### src/rtl/mem_initiator.sv
// Load/store initiator between an RV32I core and a stalling data memory.
// It takes one request at a time, checks funct3 and alignment, and gives
// each legal request a single-cycle strobe. It then follows the memory's
// stall handshake, or times out, and returns a one-cycle response.
module mem_initiator #(
  parameter int TIMEOUT = 15
) (
  input  logic        clk,
  input  logic        reset,
  input  logic        req_valid,
  output logic        req_ready,
  input  logic        req_we,
  input  logic [2:0]  req_funct3,
  input  logic [31:0] req_addr,
  input  logic [31:0] req_wdata,
  output logic        resp_valid,
  output logic [31:0] resp_rdata,
  output logic [1:0]  resp_err,
  output logic        busy,
  output logic [31:0] mem_addr,
  output logic [31:0] mem_write_data,
  output logic        mem_memread,
  output logic        mem_memwrite,
  output logic [3:0]  mem_sign_mask,
  input  logic [31:0] mem_read_data,
  input  logic        mem_clk_stall
);

  localparam logic [2:0] S_IDLE    = 3'd0;
  localparam logic [2:0] S_ISSUE   = 3'd1;
  localparam logic [2:0] S_WAIT_HI = 3'd2;
  localparam logic [2:0] S_WAIT_LO = 3'd3;
  localparam logic [2:0] S_RESP    = 3'd4;

  localparam logic [1:0] ERR_OK       = 2'b00;
  localparam logic [1:0] ERR_MISALIGN = 2'b01;
  localparam logic [1:0] ERR_ILLEGAL  = 2'b10;
  localparam logic [1:0] ERR_TIMEOUT  = 2'b11;

  localparam int            CW  = $clog2(TIMEOUT + 1);
  localparam logic [CW-1:0] TMO = CW'(TIMEOUT);

  logic [2:0]    state, state_next;
  logic [CW-1:0] cnt, cnt_inc;
  logic          timeout_hit;
  logic          accept, issue_go;
  logic          dec_legal, dec_misal;
  logic [3:0]    dec_mask;
  logic          we_q;
  logic [1:0]    err_next;
  logic [31:0]   rdata_next;

  assign accept = req_valid & req_ready;

  // Decode funct3 into the memory width/sign mask and check alignment.
  always_comb begin
    // NOTE: every always_comb output gets a default first, so no path can infer a latch.
    dec_legal = 1'b1;
    dec_mask  = 4'b0000;
    if (req_we) begin
      case (req_funct3)
        3'b000:  dec_mask = 4'b0001;
        3'b001:  dec_mask = 4'b0011;
        3'b010:  dec_mask = 4'b0111;
        default: dec_legal = 1'b0;
      endcase
    end else begin
      case (req_funct3)
        3'b000:  dec_mask = 4'b1001;
        3'b001:  dec_mask = 4'b1011;
        3'b010:  dec_mask = 4'b0111;
        3'b100:  dec_mask = 4'b0001;
        3'b101:  dec_mask = 4'b0011;
        default: dec_legal = 1'b0;
      endcase
    end
    // Byte accesses can never be misaligned.
    dec_misal = ((dec_mask[2:0] == 3'b011) && req_addr[0]) ||
                ((dec_mask[2:0] == 3'b111) && (req_addr[1:0] != 2'b00));
  end

  // Saturating next count; reaching TIMEOUT ends the wait.
  always_comb begin
    cnt_inc     = (cnt == TMO) ? cnt : cnt + 1'b1;
    timeout_hit = (cnt_inc == TMO);
  end

  // Next state, plus the error code and read data that go with entering RESP.
  always_comb begin
    state_next = state;
    err_next   = ERR_OK;
    rdata_next = '0;
    case (state)
      S_IDLE: begin
        if (accept) begin
          if (!dec_legal) begin
            state_next = S_RESP;
            err_next   = ERR_ILLEGAL;
          end else if (dec_misal) begin
            state_next = S_RESP;
            err_next   = ERR_MISALIGN;
          end else begin
            state_next = S_ISSUE;
          end
        end
      end
      S_ISSUE: state_next = S_WAIT_HI;
      S_WAIT_HI: begin
        if (timeout_hit) begin
          state_next = S_RESP;
          err_next   = ERR_TIMEOUT;
        end else if (mem_clk_stall) begin
          state_next = S_WAIT_LO;
        end
      end
      S_WAIT_LO: begin
        // A completing memory wins over a timeout on the same cycle.
        if (!mem_clk_stall) begin
          state_next = S_RESP;
          rdata_next = we_q ? 32'h0 : mem_read_data;
        end else if (timeout_hit) begin
          state_next = S_RESP;
          err_next   = ERR_TIMEOUT;
        end
      end
      S_RESP:  state_next = S_IDLE;
      default: state_next = S_IDLE;
    endcase
  end

  assign issue_go = (state == S_IDLE) && (state_next == S_ISSUE);

  // State register, wait counter and captured request direction.
  always_ff @(posedge clk or posedge reset) begin
    if (reset) begin
      state <= S_IDLE;
      cnt   <= '0;
      we_q  <= 1'b0;
    end else begin
      // NOTE: state registers use non-blocking assignments so every flop samples pre-edge values.
      state <= state_next;
      if (state == S_ISSUE) begin
        cnt <= '0;
      end else if ((state == S_WAIT_HI) || (state == S_WAIT_LO)) begin
        cnt <= cnt_inc;
      end
      if (accept) begin
        we_q <= req_we;
      end
    end
  end

  // Memory side: address/data/mask load once per legal request and hold; strobes last one cycle.
  always_ff @(posedge clk or posedge reset) begin
    if (reset) begin
      mem_addr       <= '0;
      mem_write_data <= '0;
      mem_sign_mask  <= '0;
      mem_memread    <= 1'b0;
      mem_memwrite   <= 1'b0;
    end else begin
      mem_memread  <= issue_go & ~req_we;
      mem_memwrite <= issue_go & req_we;
      if (issue_go) begin
        mem_addr       <= req_addr;
        mem_write_data <= req_wdata;
        mem_sign_mask  <= dec_mask;
      end
    end
  end

  // Core side: response pulse with its result, plus the ready and busy flags.
  always_ff @(posedge clk or posedge reset) begin
    if (reset) begin
      resp_valid <= 1'b0;
      resp_err   <= ERR_OK;
      resp_rdata <= '0;
      busy       <= 1'b0;
      req_ready  <= 1'b1;
    end else begin
      resp_valid <= (state_next == S_RESP);
      busy       <= (state_next != S_IDLE);
      req_ready  <= (state_next == S_IDLE);
      if (state_next == S_RESP) begin
        resp_err   <= err_next;
        resp_rdata <= rdata_next;
      end
    end
  end

endmodule
### config.mk
export PLATFORM = sky130hd
export DESIGN_NAME = mem_initiator
export DESIGN_NICKNAME = d
export VERILOG_FILES = /design/src/rtl/mem_initiator.sv
export SDC_FILE = /design/constraint.sdc
export NUM_CORES = 1
export LEC_CHECK = 0
export BUFFER_PORTS_ARGS = -buffer_cell sky130_fd_sc_hd__buf_2
export CORE_ASPECT_RATIO = 1.25
export CORE_MARGIN = 10
export CORE_UTILIZATION = 50
export DETAILED_ROUTE_END_ITERATION = 16
export GPL_TIMING_DRIVEN = 0
export HOLD_SLACK_MARGIN = 0.1
export PLACE_DENSITY = 0.85
export SYNTH_ARGS = -nofsm -noshare
export SYNTH_HDL_FRONTEND = slang
export SYNTH_SLANG_ARGS = --single-unit
### constraint.sdc
create_clock -name clk -period 7.5 [get_ports clk]
set_clock_uncertainty 0.05 [all_clocks]
set_input_delay 0 -clock clk [delete_from_list [all_inputs] [get_ports clk]]
set_output_delay 0 -clock clk [all_outputs]
set_load 0.01 [all_outputs]
==> results.py <==
metrics = {
    "drt": {
        "dr_total_vias": 4036,
        "wirelength_um": 16200,
        "drt-pass1-iter-count": 4,
        "drc": 0,
        "viasPerCell": 5.26,
        "drt_iter0_markers": 233,
        "wl_per_cell_um": 21.1,
        "antenna_left": 0,
    },
    "power": {
        "p_sw_share_pct": 34.0,
        "pwr-share-comb_pct": 34.2,
        "peakVddDrop_uv": 244,
        "p_seq_share_pct": 38.2,
        "power.density_nw_per_um2": 378,
        "power_frac_clock_pct": 27.6,
        "p_leak_nw": 3.87,
        "power.internal_mw": 1.83,
        "power.switching_mw": 0.945,
    },
    "yosys": {
        "synth_top_cell_by_area": "dfrtp_1",
        "avgSynthCellArea_um2": 15.1,
        "synthTopCellsByArea": "dfrtp_1, mux2_1, mux2_2, a22o_1, buf_6",
        "synth_seq_cells": 115,
        "syn_nets": 401,
        "yosys.area.top_type_share_pct": 64.0,
        "synthCells": 296,
        "ys_seq_area_share_pct": 64.6,
        "yosysWarnings": 0,
        "synthesis.area_um2": 4460,
        "synth.distinct_cells": 41,
    },
    "timing": {
        "slew_violations": 0,
        "worst_slew_pin_slew_ns": 0.633,
        "grt_setup_unrepaired": "false",
        "fmax_mhz": 393,
        "fin_crit_ns": 2.54,
        "setup_viol": 0,
        "min_period_over_period_pct": 33.9,
        "totalNegativeSetupSlack_ns": 0,
        "hold_viol": 0,
        "slew_headroom_pct": 57.8,
    },
    "finish": {
        "num-nets-final": 739,
        "nFillCells": 408,
        "drive_gt1_share_pct": 44.4,
        "mostFrequentLayoutCells": "buf_2, dfrtp_1, dlygate4sd3_1, mux2_1, a22o_1",
        "final_cell_area_um2": 7340,
        "seq_area_um2": 2880,
        "multi_input_area_um2": 1450,
        "synthToLayoutAreaGrowth_pct": 64.8,
        "final_common_cell": "buf_2",
    },
    "setup_path": {
        "cp-end-kind": "flip-flop",
        "arrival_ns": 2.94,
        "path_max_fanout": 10,
        "r2r_setup_slack_ns": 4.96,
        "critPathLaunchType": "flip-flop",
        "rr_startpoint": "cnt[0]",
        "worstSetupPathType": "reg2reg",
        "cp.required_ns": 7.90,
        "worstSetupStartpoint": "cnt[0]",
    },
    "global_route": {
        "grt_use_total_pct": 25.2,
        "grt_pass1_wl_um": 25900,
        "antenna_found_initial": 1,
        "grt_pass1_vias": 4574,
        "gr-total-overflow": 0,
        "grt_max_degree": 66,
    },
    "placement": {
        "place_congestion": 0.755,
        "io_buffers": 210,
        "place_area_um2": 5690,
        "hpwl_um": 9480,
    },
    "floorplan": {
        "io_pins": 211,
        "core_area_um2": 8700,
        "die_area_um2": 13100,
        "fp-row-count": 38,
        "start_util_pct": 51.2,
        "die_w_um": 104,
        "die_h_um": 126,
    },
    "run_status": {
        "status": "finished clean",
    },
    "worst_hold_path": {
        "min-delay-start": "mem_read_data[25]",
        "hp-class": "in2reg",
    },
    "clock_network": {
        "cts-root-buf": "clkbuf_8",
        "ctsHoldBuffers": 108,
        "clockBufferDepth": 2,
        "post_cts_buffers": 0,
        "cts_resized": 0,
        "cts_num_sinks": 115,
        "cts_tree": "yes",
        "clock_latency_ns": 0.51,
        "clk_pin_slew_ns": 0.06,
        "cts_buffers": 17,
        "cts_max_level": 4,
    },
    "job": {
        "maxCapViolations": 0,
    },
}
-- Yosys cell counts, drive strengths merged --
cell type / count
a211oi: 1
nand2b: 1
a221o: 3
nor4bb: 1
nor2b: 4
a21oi: 5
nand2: 6
and2: 1
and3b: 1
o21bai: 2
a221oi: 1
or4: 1
buf: 12
nand3: 1
nor2: 7
dfstp: 1
o32ai: 1
ha: 1
xor2: 1
o21ba: 1
nor4: 1
inv: 6
a22o: 33
a22oi: 2
nand4b: 2
o221ai: 1
mux2: 68
o21ai: 3
o32a: 1
nor3: 1
dfrtp: 114
and4: 1
a311oi: 1
or2: 1
a31o: 1
clkbuf: 4
nand4bb: 2
and3: 2
-- worst max-delay path: stages (launching register included) --
cell           delay, ns
dfrtp_1             0.43
ha_1                0.30
and4_1              0.26
a311oi_1            0.28
o32a_1              0.20
buf_2               0.22
a22o_1              0.18
dlygate4sd3_1       0.55
-- registers in the layout (all words and copies together), names as in the netlist --
signal	count
req_ready	1
mem_memread	1
mem_sign_mask	4
we_q	1
mem_addr	32
resp_rdata	32
busy	1
resp_err	2
mem_write_data	32
cnt	4
mem_memwrite	1
resp_valid	1
state	3
-- path summary, 6_finish.rpt --
path | endpoint | cells past startpoint
max in group asynchronous | req_ready | 5
min in group asynchronous | mem_write_data[16] | 4
worst max-delay path | resp_rdata[30] | 7
worst max register to register | resp_rdata[30] | 7
worst min register to register | mem_write_data[27] | 1
worst min-delay path | resp_rdata[25] | 3
-- stage by stage --
step                      setup slack [ns]  util, %  cells  total power, mW  hold slack (ns)
after floorplan                       4.41        -    296             1.50           0.0156
after global placement                3.35     65.0    626             1.87            0.166
after detailed placement              5.35     65.4    627             1.91           0.0819
after CTS                             5.02     84.4    767             2.74            0.151
after global routing                  4.85     84.4    768             2.93            0.180
final                                 4.96     84.4    768             2.78            0.193
-- area by class of cell --
class,instances,share of cell area (%)
diodes,1,0.0341
plain buffers,16,1.43
clock buffers,17,5.64
clock inverters,15,2.18
inverters,6,0.341
multi-input cells,159,19.7
flip-flops and latches,115,39.2
well taps,120,2.04
repair buffers,319,29.4
-- cells by family (layout without fill, tap and decap cells) --
logic type	count (synthesis)	after routing	share of synthesized area, %
mux	68	68	17.2
fa+ha+maj	1	1	0.281
xor+xnor	1	1	0.197
compound gates	56	56	10.4
simple gates	33	33	4.41
other cells	0	1	0
buf+inv	22	373	2.86
flops	115	115	64.6
-- layer usage --
layer / wire length (um) / share of wire [%] / global-route usage [%]
met5: 0 / 0 / 0
met4: 461 / 2.8 / 11.1
met3: 1550 / 9.5 / 10.4
met2: 8100 / 50 / 42.6
met1: 6130 / 38 / 27.0
-- power by group through the flow --
stage               combinational [mW]  sequential (mW)  clock (mW)
floorplan                        0.355             1.15           0
global placement                 0.841             1.03           0
detailed placement               0.874             1.04           0
CTS                              0.927             1.04       0.779
global route                      1.02             1.09       0.810
finish                           0.949             1.06       0.768
Power figures use the tool's default switching activity.
